**src/rtl/seq_mul16.sv**
```systemverilog
// Multi-cycle 16x16 unsigned shift-and-add multiplier (32-bit product) built around one Add32.
// Define MUL_EARLY_TERM_EN to finish as soon as the remaining multiplier bits are all zero.
//
// state  | meaning
// IDLE   | waiting for start; product holds the last result
// RUN    | one multiplier bit consumed per clock
// DONE   | product valid, done pulses for this single cycle

module add32 (
    input  logic [31:0] a_i,
    input  logic [31:0] b_i,
    input  logic        c0_i,
    output logic [31:0] sum_o
);
    // The carry out is never needed: the accumulator cannot exceed 32'hFFFE0001.
    assign sum_o = a_i + b_i + {31'b0, c0_i};
endmodule

module seq_mul16 #(
    parameter int WIDTH = 16,
    parameter int CNT_W = 5
) (
    input  logic               clk,
    input  logic               rst_n,
    input  logic               start,
    input  logic [WIDTH-1:0]   a,
    input  logic [WIDTH-1:0]   b,
    output logic               busy,
    output logic               done,
    output logic [2*WIDTH-1:0] product
);
    typedef enum logic [1:0] {S_IDLE, S_RUN, S_DONE} state_t;

    state_t             state_q, state_d;
    logic [2*WIDTH-1:0] mcand_q, mcand_d;
    logic [WIDTH-1:0]   mplier_q, mplier_d;
    logic [2*WIDTH-1:0] acc_q, acc_d;
    logic [CNT_W-1:0]   cnt_q, cnt_d;
    logic [2*WIDTH-1:0] product_q, product_d;
    logic [2*WIDTH-1:0] add_sum;
    logic [2*WIDTH-1:0] step_sum;

    add32 u_add32 (
        .a_i   (acc_q),
        .b_i   (mcand_q),
        .c0_i  (1'b0),
        .sum_o (add_sum)
    );

    assign step_sum = mplier_q[0] ? add_sum : acc_q;

    always_ff @(posedge clk or negedge rst_n) begin
        if (!rst_n) begin
            state_q   <= S_IDLE;
            mcand_q   <= '0;
            mplier_q  <= '0;
            acc_q     <= '0;
            cnt_q     <= '0;
            product_q <= '0;
        end else begin
            state_q   <= state_d;
            mcand_q   <= mcand_d;
            mplier_q  <= mplier_d;
            acc_q     <= acc_d;
            cnt_q     <= cnt_d;
            product_q <= product_d;
        end
    end

    always_comb begin
        state_d   = state_q;
        mcand_d   = mcand_q;
        mplier_d  = mplier_q;
        acc_d     = acc_q;
        cnt_d     = cnt_q;
        product_d = product_q;
        case (state_q)
            S_IDLE: begin
                if (start) begin
                    state_d  = S_RUN;
                    mcand_d  = {{WIDTH{1'b0}}, a};
                    mplier_d = b;
                    acc_d    = '0;
                    cnt_d    = '0;
                end
            end
            S_RUN: begin
`ifdef MUL_EARLY_TERM_EN
                if (mplier_q == '0) begin
                    product_d = acc_q;
                    state_d   = S_DONE;
                end else
`endif
                begin
                    acc_d    = step_sum;
                    mcand_d  = mcand_q << 1;
                    mplier_d = mplier_q >> 1;
                    cnt_d    = cnt_q + 1'b1;
                    if (cnt_q == CNT_W'(WIDTH - 1)) begin
                        product_d = step_sum;
                        state_d   = S_DONE;
                    end
                end
            end
            S_DONE:  state_d = S_IDLE;
            default: state_d = S_IDLE;
        endcase
    end

    always_comb begin
        busy    = (state_q == S_RUN);
        done    = (state_q == S_DONE);
        product = product_q;
    end
endmodule

```
**config.mk**
```make
export PLATFORM = sky130hd
export DESIGN_NAME = seq_mul16
export DESIGN_NICKNAME = d
export VERILOG_FILES = /design/src/rtl/seq_mul16.sv
export SDC_FILE = /design/constraint.sdc
export NUM_CORES = 1
export LEC_CHECK = 0
export CORE_MARGIN = 1
export CORE_UTILIZATION = 55
export CTS_BUF_LIST = sky130_fd_sc_hd__clkbuf_4
export DETAILED_ROUTE_END_ITERATION = 16
export PLACE_DENSITY = 0.77
export SLEW_MARGIN = 5
export SYNTH_ARGS = -nofsm -noshare
export SYNTH_HDL_FRONTEND = slang
export SYNTH_SLANG_ARGS = --single-unit
```
**constraint.sdc**
```tcl
create_clock -name clk -period 6.2 [get_ports clk]
set_input_delay 1.24 -clock clk [delete_from_list [all_inputs] [get_ports clk]]
set_output_delay 1.24 -clock clk [all_outputs]
set_load 0.02 [all_outputs]
```
==> results of run 1 <==
through the flow:
step | utilization [%] | setup slack, ns | hold WS (ns) | power (mW) | std cells
global route | 65.07 | 1.953 | 0.5143 | 3.842 | 956
floorplan | - | 3.484 | 0.4498 | 2.542 | 728
finish | 65.07 | 2.110 | 0.4873 | 3.560 | 956
detailed placement | 63.01 | 2.405 | 0.4695 | 3.063 | 924
global placement | 63.01 | 2.466 | 0.4595 | 2.997 | 924
CTS | 65.05 | 2.076 | 0.4937 | 3.572 | 956
layout by cell type (no fill, tap or decap), types with 4 or more instances in the layout:
cell type / n
a211o_1: 4
a211oi_1: 6
a21o_1: 12
a21oi_1: 54
a22o_1: 39
a22oi_1: 29
and2_1: 4
and3_1: 11
buf_4: 8
clkbuf_4: 17
clkdlybuf4s50_1: 67
clkinv_4: 4
clkinvlp_4: 5
dfrtp_1: 118
ha_1: 33
inv_1: 12
inv_6: 5
mux2i_1: 24
nand2_1: 81
nand2b_1: 4
nand3_1: 12
nand4_1: 5
nor2_1: 27
nor2b_1: 24
nor3_1: 4
nor3b_1: 7
o211ai_1: 6
o21a_1: 5
o21ai_0: 85
o21bai_1: 5
xnor2_1: 16
xor2_1: 8
flip-flops by register name, summed over array words and instances (netlist names):
name      cells
mcand_q      32
state_q       2
mplier_q     16
acc_q        32
cnt_q         5
product      32
kinds of logic after synthesis:
logic type,after synthesis,synth area share (%)
compound gates,276,26.51
buf+inv,60,3.655
fa+ha+maj,34,6.291
mux,25,3.655
xor+xnor,24,3.055
flops,119,43.27
simple gates,190,13.56
path summary, 6_finish.rpt:
kind                             from          end  slack, ns  cells after the start
setup / recovery           state_q[0]         busy       2.11                      5
hold / removal             product[9]   product[9]       0.49                      2
setup reg to reg           state_q[1]  product[28]       2.80                      7
hold reg to reg            product[9]   product[9]       0.49                      2
max in group asynchronous       rst_n  mcand_q[12]       4.27                      2
min in group asynchronous       rst_n    acc_q[29]       0.82                      1
metal layers:
metal  up-vias  global-route usage [%]  routed length, um
li1       2775                       -                  -
met5         -                       0                  0
met1      2807                   36.48               7483
met3        37                   5.526                737
met2       172                   43.17               7550
met4         0                   10.65                371
worst max-delay path, stage by stage, from the launching register on:
cell and delay (ns):
dfrtp_1 0.35, buf_4 0.35, nand2b_1 0.32, inv_1 0.17, buf_4 0.40, clkdlybuf4s50_1 0.69
area by class of cell:
type | instances | area share, %
clock buffer | 17 | 1.619
clock inverter | 15 | 1.524
inverter | 13 | 0.6191
multi-input combinational | 549 | 46.50
sequential | 119 | 37.80
tap | 168 | 2.667
timing repair buffer | 75 | 9.271
where the power goes:
group	switching, mW	internal (mW)
registers	0.234	1.05
logic	1.02	0.759
clock network	0.334	0.164
total	1.58	1.98
==> reports/qor.yml, run 1 <==
sta:
  finClkSkew_ns: 0.02314
  fmax_mhz: 244.5
  fin_crit_sh_pct: 65.97
  report.final.setup_viol: 0
  hold_viol: 0
  slew_viol_final: 0
  period_minus_slack_ns: 4.090
  worst_pin_slew_ns: 1.049
  rsz0062_at_grt: "no"
  max-slew-margin-rel_pct: 29.79
  setup_tns_ns: 0
detailed_routing:
  routed_via_density: 6.058
  drtPass1Iterations: 5
  ant_nets: 0
  num_vias: 5791
  post-route-drc-count: 0
  drt_iter0_drc: 323
  wire_per_inst_um: 16.89
  routed_wl_um: 16140
worst_setup_path:
  cp_data_arrival_time_ns: 2.85
  crit_path_end_kind: "output port"
  start_kind: "flip-flop"
  critical_path_class: "reg -> out"
  critPathMaxFanout: 40
  critPathRequiredTime_ns: 4.96
global_route:
  grt_max_degree: 76
  grt_pass1_wl_um: 27500
  antenna_found_initial: 0
  grt_util_all_layers_pct: 27.10
  grt_pass1_vias: 5624
  gr-total-overflow: 0
pwr:
  p_leak_nw: 3.610
  irDropWorstVdd_v: 0.0002020
  powerDensity_nw_per_um2: 451.8
layout:
  nFillCells: 1005
  areaGrowthSynthToFinish_pct: 14.53
  regArea_um2: 2979
  drive_gt1_share_pct: 7.107
  nets: 844
  final_area_um2: 7881
  num_antenna_cells: 0
  multiInputGateArea_um2: 3665
logic_synthesis:
  yosysSeqAreaShare_pct: 43.27
  yosysTopAreaCell: "dfrtp_1"
  yosysMostFrequentCell: "dfrtp_1"
  synth_area_per_cell_um2: 9.453
  synth_edf_count: 0
  synth_ff_type: "dfrtp_1"
  yosys_warnings: 0
  ys_types: 58
  synth_fp_nets: 797
  syn_area_um2: 6882
  ys_top_cells_by_count: "dfrtp_1 (119), o21ai_0 (85), nand2_1 (82)"
  synth-async-reset-ratio_pct: 100.0
  ys_ff_latch: 119
  synth_area_leaders: "dfrtp_1 (43%), o21ai_0 (6.2%), ha_1 (6.0%), a22o_1 (5.0%), nand2_1 (4.5%)"
  postSynthCellCount: 728
  synth_top_area_share_pct: 43.27
clock_tree:
  postCtsHoldBufs: 0
  ctsResizeCount: 0
  cts_tree: "built"
  h-tree-depth: 4
  cts_buffers: 17
  cts_root_buf: "clkbuf_4"
  clk_pin_slew_worst_paths_ns: 0.13
  clkLatencyLatePin_ns: 0.56
  cts.path.max_buffers: 2
  postCtsSetupRepairBufs: 0
  clock-sinks: 119
flow_run:
  drv_cap: 0
place:
  place_area_um2: 7631
  finalWeightedCongestion: 0.8812
  dp_hpwl_um: 11180
  io_buffer_count: 68
floorplanning:
  io_pins: 69
  initial_core_util_pct: 56.82
  core_area_um2: 12110
  die-area_um2: 12960
  rows: 40
  die_w_um: 113.9
  fp.dieH_um: 113.9
outcome:
  status: "finished, final reports clean"
hold_path:
  min_path_type: "reg -> reg"
Note: power is estimated with default switching activity, not from simulation.
==> run 2: changes to the inputs <==
CORE_UTILIZATION = 54   (was 55)
PLACE_DENSITY = 0.79   (was 0.77)
clock period = 3.7 ns   (was 6.2 ns; I/O delays follow)
==> reports/qor.yml, run 2 (synthesis results as in run 1) <==
worst_setup_path:
  crit_path_end_kind: "flip-flop"
  cp_data_arrival_time_ns: 3.44
  start_kind: "flip-flop"
  critPathRequiredTime_ns: 4.15
  r2r_setup_slack_ns: 0.71
  critical_path_class: "reg -> reg"
  reg2reg_depth: 10
  r2r_start: "mcand_q[0]"
  critPathMaxFanout: 8
  reg2reg_to: "product[28]"
floorplanning:
  core_area_um2: 12210
  rows: 40
  initial_core_util_pct: 56.35
  die-area_um2: 13200
  fp.dieH_um: 114.9
  io_pins: 69
  die_w_um: 114.9
clock_tree:
  clkLatencyLatePin_ns: 0.56
  postCtsSetupRepairBufs: 0
  postCtsHoldBufs: 0
  cts.path.max_buffers: 2
  clk_pin_slew_worst_paths_ns: 0.12
  cts_buffers: 17
  clock-sinks: 119
  ctsResizeCount: 0
  h-tree-depth: 4
  cts_root_buf: "clkbuf_4"
  cts_tree: "built"
flow_run:
  drv_cap: 0
detailed_routing:
  num_vias: 5801
  routed_via_density: 6.030
  drtPass1Iterations: 5
  wire_per_inst_um: 16.94
  post-route-drc-count: 0
  drt_iter0_drc: 335
  routed_wl_um: 16290
  ant_nets: 0
layout:
  num_antenna_cells: 0
  drive_gt1_share_pct: 7.305
  nets: 850
  areaGrowthSynthToFinish_pct: 16.04
  nFillCells: 1102
  final_common_cell: "dfrtp_1"
  final_cell_mix: "dfrtp_1 (118), o21ai_0 (85), nand2_1 (81)"
sta:
  setup_tns_ns: 0
  fin_crit_sh_pct: 80.92
  max-slew-margin-rel_pct: 33.86
  worst_pin_slew_ns: 0.9921
  report.final.setup_viol: 0
  period_minus_slack_ns: 2.994
  fmax_mhz: 334.0
  slew_viol_final: 0
  hold_viol: 0
  finClkSkew_ns: 0.02539
  rsz0062_at_grt: "no"
place:
  dp_hpwl_um: 11280
  io_buffer_count: 68
  finalWeightedCongestion: 0.9307
global_route:
  antenna_found_initial: 0
  gr-total-overflow: 0
  grt_max_degree: 81
  grt_pass1_vias: 5720
  grt_util_all_layers_pct: 26.93
  grt_pass1_wl_um: 27790
pwr:
  power_mw: 6.177
  p_leak_nw: 3.688
  irDropWorstVdd_v: 0.0003903
  powerDensity_nw_per_um2: 773.6
hold_path:
  min_path_type: "in -> async"
outcome:
  status: "finished, final reports clean"
-- run 2: per-layer routing --
layer | GRT usage [%] | up-vias | wire (um)
li1 | - | 2778 | -
met1 | 35.03 | 2807 | 7368
met2 | 43.82 | 185 | 7700
met3 | 5.271 | 31 | 883
met4 | 11.95 | 0 | 340
met5 | 0 | - | 0
-- run 2: worst max-delay path, cell delays in order, from the launching register on --
cell,delay (ns)
dfrtp_1,0.42
ha_1,0.24
fa_1,0.41
a21oi_1,0.25
o211a_1,0.23
nor2_1,0.08
nor4_2,0.30
o31a_1,0.23
o21ai_2,0.14
o311a_1,0.31
a211o_1,0.26
-- run 2: cell type report --
class	count	area (um2)	share of cell area, %
Clock buffer	20	150.1	1.880
Tap cell	168	210.2	2.632
Sequential cell	119	2979	37.31
Multi-Input combinational cell	549	3662	45.86
Clock inverter	12	158.9	1.990
Timing Repair Buffer	81	775.7	9.715
Inverter	13	48.80	0.6111
-- run 2: how the worst max path moves through the flow --
stage,start,endpoint,slack [ns]
final,mcand_q[0],product[28],0.71
after global routing,mcand_q[0],product[28],0.43
after CTS,mcand_q[0],product[28],0.69
after detailed placement,mcand_q[0],product[28],0.69
after global placement,mcand_q[0],product[28],0.80
after floorplan,mcand_q[0],product[28],0.98
-- run 2: where the power goes --
group	internal, mW	switching (mW)
Combinational	1.29	1.66
Clock	0.547	0.488
Sequential	1.77	0.431
-- run 2: metrics by stage --
stage / instances / setup WS (ns) / hold slack (ns) / utilization, % / cell area, um2
floorplan: 728 / 0.9837 / 0.4444 / - / 6882
global route: 962 / 0.4277 / 0.4042 / 65.39 / 7985
finish: 962 / 0.7061 / 0.3361 / 65.39 / 7985
CTS: 962 / 0.6917 / 0.3522 / 65.39 / 7985
global placement: 930 / 0.8031 / 0.4613 / 62.86 / 7676
detailed placement: 930 / 0.6930 / 0.4690 / 62.86 / 7676
==> run 3: changes to the inputs <==
clock period = 2.45 ns   (was 3.7 ns; I/O delays follow)
==> reports/qor.yml, run 3 (synthesis results as in run 1) <==
outcome:
  status: "complete, but fails checks"
  violations: "setup timing"
sta:
  fmax_mhz: 390.1
  setup_ws_ns: -0.1132
  period_minus_slack_ns: 2.563
  slew_viol_final: 0
  report.final.setup_viol: 13
  setup_tns_ns: -0.5428
  fin_hold_ws_ns: 0.3973
  fin_crit_sh_pct: 104.6
  max-slew-margin-rel_pct: 37.95
  hold_viol: 0
  rsz0062_at_grt: "yes"
  finClkSkew_ns: 0.01949
  worst_pin_slew_ns: 0.9301
flow_run:
  drv_cap: 0
layout:
  nets: 945
  multiInputGateArea_um2: 4064
  final_common_cell: "dfrtp_1"
  areaGrowthSynthToFinish_pct: 32.62
  final_util_pct: 74.73
  nFillCells: 914
  drive_gt1_share_pct: 22.83
  regArea_um2: 2982
  fin_cells: 1058
  final_cell_mix: "dfrtp_1 (116), buf_4 (101), nand2_1 (81)"
  final_area_um2: 9126
floorplanning:
  core_area_um2: 12210
  rows: 40
  io_pins: 69
  die_w_um: 114.9
  die-area_um2: 13200
  initial_core_util_pct: 56.35
  fp.dieH_um: 114.9
detailed_routing:
  routed_wl_um: 18630
  post-route-drc-count: 0
  num_vias: 6300
  ant_nets: 0
  wire_per_inst_um: 17.61
  drt_iter0_drc: 363
  routed_via_density: 5.955
  drtPass1Iterations: 5
place:
  place_area_um2: 8349
  placedCellCount: 1012
  io_buffer_count: 68
  dp_slack_ns: -0.1811
  dp_hpwl_um: 13070
  finalWeightedCongestion: 0.8997
worst_setup_path:
  r2r_start: "mcand_q[0]"
  cp_data_arrival_time_ns: 3.02
  cp_num_buf_inv: 0
  start_kind: "flip-flop"
  critPathRequiredTime_ns: 2.90
  reg2reg_to: "product[28]"
  critPathMaxFanout: 6
  timing.critical_path.cells: "ha_2 > fa_2 > a21oi_2 > o211a_1 > nor2_4 > nor4_4 > o31a_1 > o21ai_4 > o311a_1 > a211o_1"
  cpPeakStageDelay_ns: 0.40
  reg2reg_depth: 10
  crit_family: "compound AO/OA/AOI/OAI gates"
  crit_path_end_kind: "flip-flop"
  critical_path_class: "reg -> reg"
  r2r_setup_slack_ns: -0.11
  crit_start: "mcand_q[0]"
  cp_slowest_cell: "dfrtp_1"
global_route:
  grt_pass1_vias: 6264
  gr-total-overflow: 0
  grt_util_all_layers_pct: 29.23
  grt_max_degree: 43
  antenna_found_initial: 1
  grt_pass1_wl_um: 29880
pwr:
  p_leak_nw: 4.193
  power_mw: 10.69
  irDropWorstVdd_v: 0.0005752
  powerDensity_nw_per_um2: 1172
clock_tree:
  cts.path.max_buffers: 2
  cts_buffers: 17
  clkLatencyLatePin_ns: 0.56
  cts_tree: "built"
  h-tree-depth: 4
  clock-sinks: 119
  cts_root_buf: "clkbuf_4"
  clk_pin_slew_worst_paths_ns: 0.12
hold_path:
  min_path_type: "in -> async"
## run 3: routing by layer
metal	wire length (um)	GRT usage, %	vias up
met5	0	0	-
met4	475	13.85	0
met3	1052	7.169	48
met2	9336	48.96	238
met1	7768	35.49	3055
li1	-	-	2959
## run 3: worst max path at each step
stage / endpoint / slack [ns] / cells after the start
after detailed placement: acc_q[28] / -0.18 / 11
after global placement: product[24] / -0.08 / 11
after CTS: product[28] / -0.11 / 10
after global routing: product[28] / -0.22 / 10
after floorplan: product[28] / -0.03 / 10
final: product[28] / -0.11 / 10
## run 3: final cells by class
cell class	instances	area share, %
repair buffers	176	16.97
clock buffers	18	1.481
inverters	13	0.5347
clock inverters	14	1.481
multi-input cells	549	44.53
diodes	1	0.02742
flip-flops and latches	119	32.67
well taps	168	2.303
## run 3: timing repair
action	CTS	global route
pin swaps	11	23
endpoints found under the setup margin	28	33
cloned	0	0
setup buffers	5	7
hold buffers	1	0
endpoints found under the hold margin	28	0
resized for setup	31	59
## run 3: report_power, final
group          internal (mW)  switching (mW)
Sequential              2.67           0.593
Clock                  0.600           0.770
Combinational           2.95            3.12
==> RTL change 1: new RTL, settings of run 3 <==
The option `MUL_EARLY_TERM_EN` is turned on by a define.
--- a/src/rtl/seq_mul16.sv
+++ b/src/rtl/seq_mul16.sv
@@ -5,6 +5,8 @@
 // IDLE   | waiting for start; product holds the last result
 // RUN    | one multiplier bit consumed per clock
 // DONE   | product valid, done pulses for this single cycle
+
+`define MUL_EARLY_TERM_EN
 
 module add32 (
     input  logic [31:0] a_i,
Behaviour: not the same (Yosys sat finds a counterexample within 4 cycles, from zero or initial values and one cycle with rst_n low).
==> RTL change 1 against run 3 <==
The run still ends with setup timing left; combinational power grew 51%; wire length grew 3.4%; via count grew 2.1%; power grew 30%; sequential cell count is the same; fmax shrank 9.2%; cell count grew 2.4%; design area shrank 0.71%; clock power shrank 9%; setup slack lost 0.26 ns; sequential share of layout area grew 0.19 points; area after synthesis shrank 3.3%.
==> RTL change 1: results <==
group,metric,value,unit
detailed_routing,vias,6434,
detailed_routing,post_drt_wl_per_cell,17.80,um
setup_path,critPathArrivalTime,3.29,ns
detailed_routing,drt-initial-drc-count,510,
detailed_routing,drt-met1-wl,7695,um
sta,setup_viol,40,
synth,yosys.area_share.xor_xnor,4.078,%
outcome,outcome,"finished with violations",
detailed_routing,met2WireLength,9674,um
global_routing,grt_pass1_wl,30410,um
synth,synth-seq-area-share,44.73,%
global_routing,global_route.usage.met2,51.21,%
setup_path,cp_max_fo,3,
synth,synthMuxAreaShare,6.540,%
detailed_routing,drtPass1Iterations,7,
global_routing,grt_pass1_vias,6378,
global_routing,grt_use_met1,37.63,%
outcome,violations,"setup timing",
detailed_routing,wl_met3,1270,um
power_and_ir_drop,internal-power,7.642,mW
setup_path,cpPeakStageDelay,0.38,ns
global_routing,globalRouteTotalUtil,30.50,%
sta,worst_slack,-0.3718,ns
placed_design,dp_hpwl,12500,um
synth,synth_compound_gate_area_share,17.16,%
final_layout,num-nets-final,992,
sta,skew,0.01747,ns
## RTL change 1: cell count changes after synthesis, sizes merged, moves of 15 or more
cell | before | now
nand2 | 82 | 155
mux2i | 24 | 39
nor2b | 25 | 9
a22oi | 29 | 10
a21oi | 56 | 32
nand3 | 12 | 52
a22o | 39 | 2
## RTL change 1: what timing repair did
item,4_1_cts,5_1_grt
resized for setup,51,34
endpoints found under the hold margin,66,0
hold buffers,1,0
endpoints found under the setup margin,36,44
pin swaps,41,25
setup buffers,10,11
## RTL change 1: area by class of cell
cell class,count,area [um2]
Tap cell,147,183.9
Timing Repair Buffer,203,1742
Clock inverter,13,88.84
Fill cell,803,2950
Sequential cell,119,2978
Inverter,10,37.54
Clock buffer,19,142.6
Multi-Input combinational cell,572,3889
## RTL change 1: final timing paths
kind,depth (start not counted),slack [ns],startpoint,endpoint
setup / recovery,12,-0.37,mcand_q[0],product[30]
max in group asynchronous,3,1.41,rst_n,mcand_q[3]
hold reg to reg,2,0.48,product[22],product[22]
min in group clk,2,0.48,product[22],product[22]
hold / removal,2,0.27,rst_n,product[22]
setup reg to reg,12,-0.37,mcand_q[0],product[30]
## RTL change 1: stage by stage
stage	setup TNS (ns)	util (%)	setup WS [ns]	std cells
after global routing	-12.53	75.44	-0.4961	1083
after floorplan	-1.105	-	-0.1536	739
after CTS	-4.078	73.48	-0.3328	1073
final	-7.442	75.44	-0.3718	1083
after global placement	-3.578	69.42	-0.2666	1030
after detailed placement	-5.534	69.42	-0.3324	1030
## RTL change 1: power groups by stage
stage | clock network (mW) | registers, mW | logic, mW
final | 1.24 | 3.52 | 9.18
after global routing | 1.34 | 3.62 | 9.91
after CTS | 1.26 | 3.50 | 8.27
after floorplan | 0 | 3.69 | 4.39
after detailed placement | 0 | 3.51 | 7.74
after global placement | 0 | 3.46 | 7.46
==> RTL change 2: new RTL, config.mk and constraints of run 3 <==
Without the edit above. Make the reset (`rst_n`) synchronous in one clocked block.
--- a/src/rtl/seq_mul16.sv
+++ b/src/rtl/seq_mul16.sv
@@ -49,7 +49,7 @@
 
     assign step_sum = mplier_q[0] ? add_sum : acc_q;
 
-    always_ff @(posedge clk or negedge rst_n) begin
+    always_ff @(posedge clk) begin
         if (!rst_n) begin
             state_q   <= S_IDLE;
             mcand_q   <= '0;
Function: differs if rst_n is asserted again (counterexample within 4 cycles, from zero or initial values and one cycle with rst_n low); with rst_n held inactive, the same outputs for 10 cycles.
==> RTL change 2 against run 3 <==
Wire length up 7.9%; design area down 3.9%; the run still ends with setup timing left; fmax down 1.4%; setup slack worse by 0.036 ns; area after synthesis down 1.6%; die area down 1.6%; count of clock-buffer cells in the layout unchanged; sequential cell count unchanged; highest routed layer unchanged.
Power is not compared: it rests on default switching activity, and its combinational part moved more than twofold at a synthesized area within 25%.
==> RTL change 2: results <==
group,metric,value,unit
final_layout,fillers,909,
placed_design,gp_congestion,0.9011,
synth,synth-seq-area-share,35.17,%
placed_design,place_area,0.007891,mm2
global_routing,grt_pass1_wl,30530,um
outcome,violations,"setup timing",
sta,worst_slack,-0.1492,ns
min_path,hp-class,"primary input to register",
global_routing,antenna_found_initial,0,
synth,synth.distinct_cells,64,
final_layout,drive_gt1_share,25.24,%
outcome,outcome,"finished with violations",
placed_design,dp_hpwl,12780,um
global_routing,globalRouteTotalUtil,29.70,%
synth,synth_commonest_cells,"nor2_1 (120), dfxtp_1 (119), a21oi_1 (71), clkbuf_1 (60), nor2b_1 (42)",
clock_network,post-cts-setup-buffer-count,1,
synth,async_flop_share,0,%
detailed_routing,post_drt_wl_per_cell,18.34,um
global_routing,grt_use_met1,37.60,%
detailed_routing,wl,20100,um
setup_path,critPathArrivalTime,3.06,ns
detailed_routing,drt-initial-drc-count,668,
global_routing,use_met3,6.589,%
synth,yosysTopAreaCellShare,35.17,%
global_routing,grt_max_degree,40,
synth,syn_inst,820,
synth,synthTopCellsByArea,"dfxtp_1 (35%), nor2_1 (6.7%), ha_1 (6.1%)",
global_routing,grt_pass1_vias,6385,
setup_path,cp_max_fo,4,
synth,synth_nets,889,
global_routing,global_route.usage.met2,47.72,%
sta,max-slew-margin-rel,54.10,%
sta,skew,0.02291,ns
final_layout,num-nets-final,983,
sta,setup_viol,9,
placed_design,dp_slack,-0.1357,ns
-- RTL change 2: cell type report --
| cell class | instances | area, um2 | area share, % |
|---|---|---|---|
| Inverter | 14 | 55.05 | 0.6279 |
| Clock buffer | 18 | 135.1 | 1.541 |
| Sequential cell | 119 | 2422 | 27.63 |
| Tap cell | 168 | 210.2 | 2.398 |
| Timing Repair Buffer | 141 | 1241 | 14.16 |
| Clock inverter | 14 | 162.7 | 1.855 |
| Multi-Input combinational cell | 621 | 4538 | 51.76 |
| Antenna cell | 1 | 2.502 | 0.02854 |
-- RTL change 2: metal layers --
layer / vias to the layer above / routed length [um]
met4: 0 / 733
met1: 3269 / 8526
li1: 3204 / -
met3: 69 / 1372
met5: - / 0
met2: 310 / 9469
-- RTL change 2: worst paths after layout --
kind / cells past startpoint / to / from / slack (ns)
worst min-delay path: 3 / product[28] / rst_n / 0.26
worst max-delay path: 10 / acc_q[24] / mcand_q[0] / -0.15
worst min register to register: 2 / acc_q[30] / acc_q[30] / 0.48
worst max register to register: 10 / acc_q[24] / mcand_q[0] / -0.15
-- RTL change 2: worst max-delay path, stage by stage, from the launching register on --
cell	delay (ns)
dfxtp_2	0.35
ha_4	0.16
fa_2	0.37
a211oi_4	0.35
o21ai_4	0.12
nand3_2	0.10
a211o_1	0.21
a21oi_2	0.10
o21a_1	0.20
or3_1	0.31
a32o_1	0.22
-- RTL change 2: power by group --
group	internal (mW)	switching [mW]	leakage [nW]
Combinational	0.300	0.332	2.34
Sequential	1.99	0.0670	0.979
Clock	0.793	0.732	0.164
-- RTL change 2: logic make-up after synthesis --
| logic type | synth area share [%] |
|---|---|
| fa+ha+maj | 6.392 |
| flops | 35.17 |
| buf+inv | 4.545 |
| simple gates | 18.73 |
| compound gates | 29.85 |
| mux | 2.974 |
| xor+xnor | 2.328 |
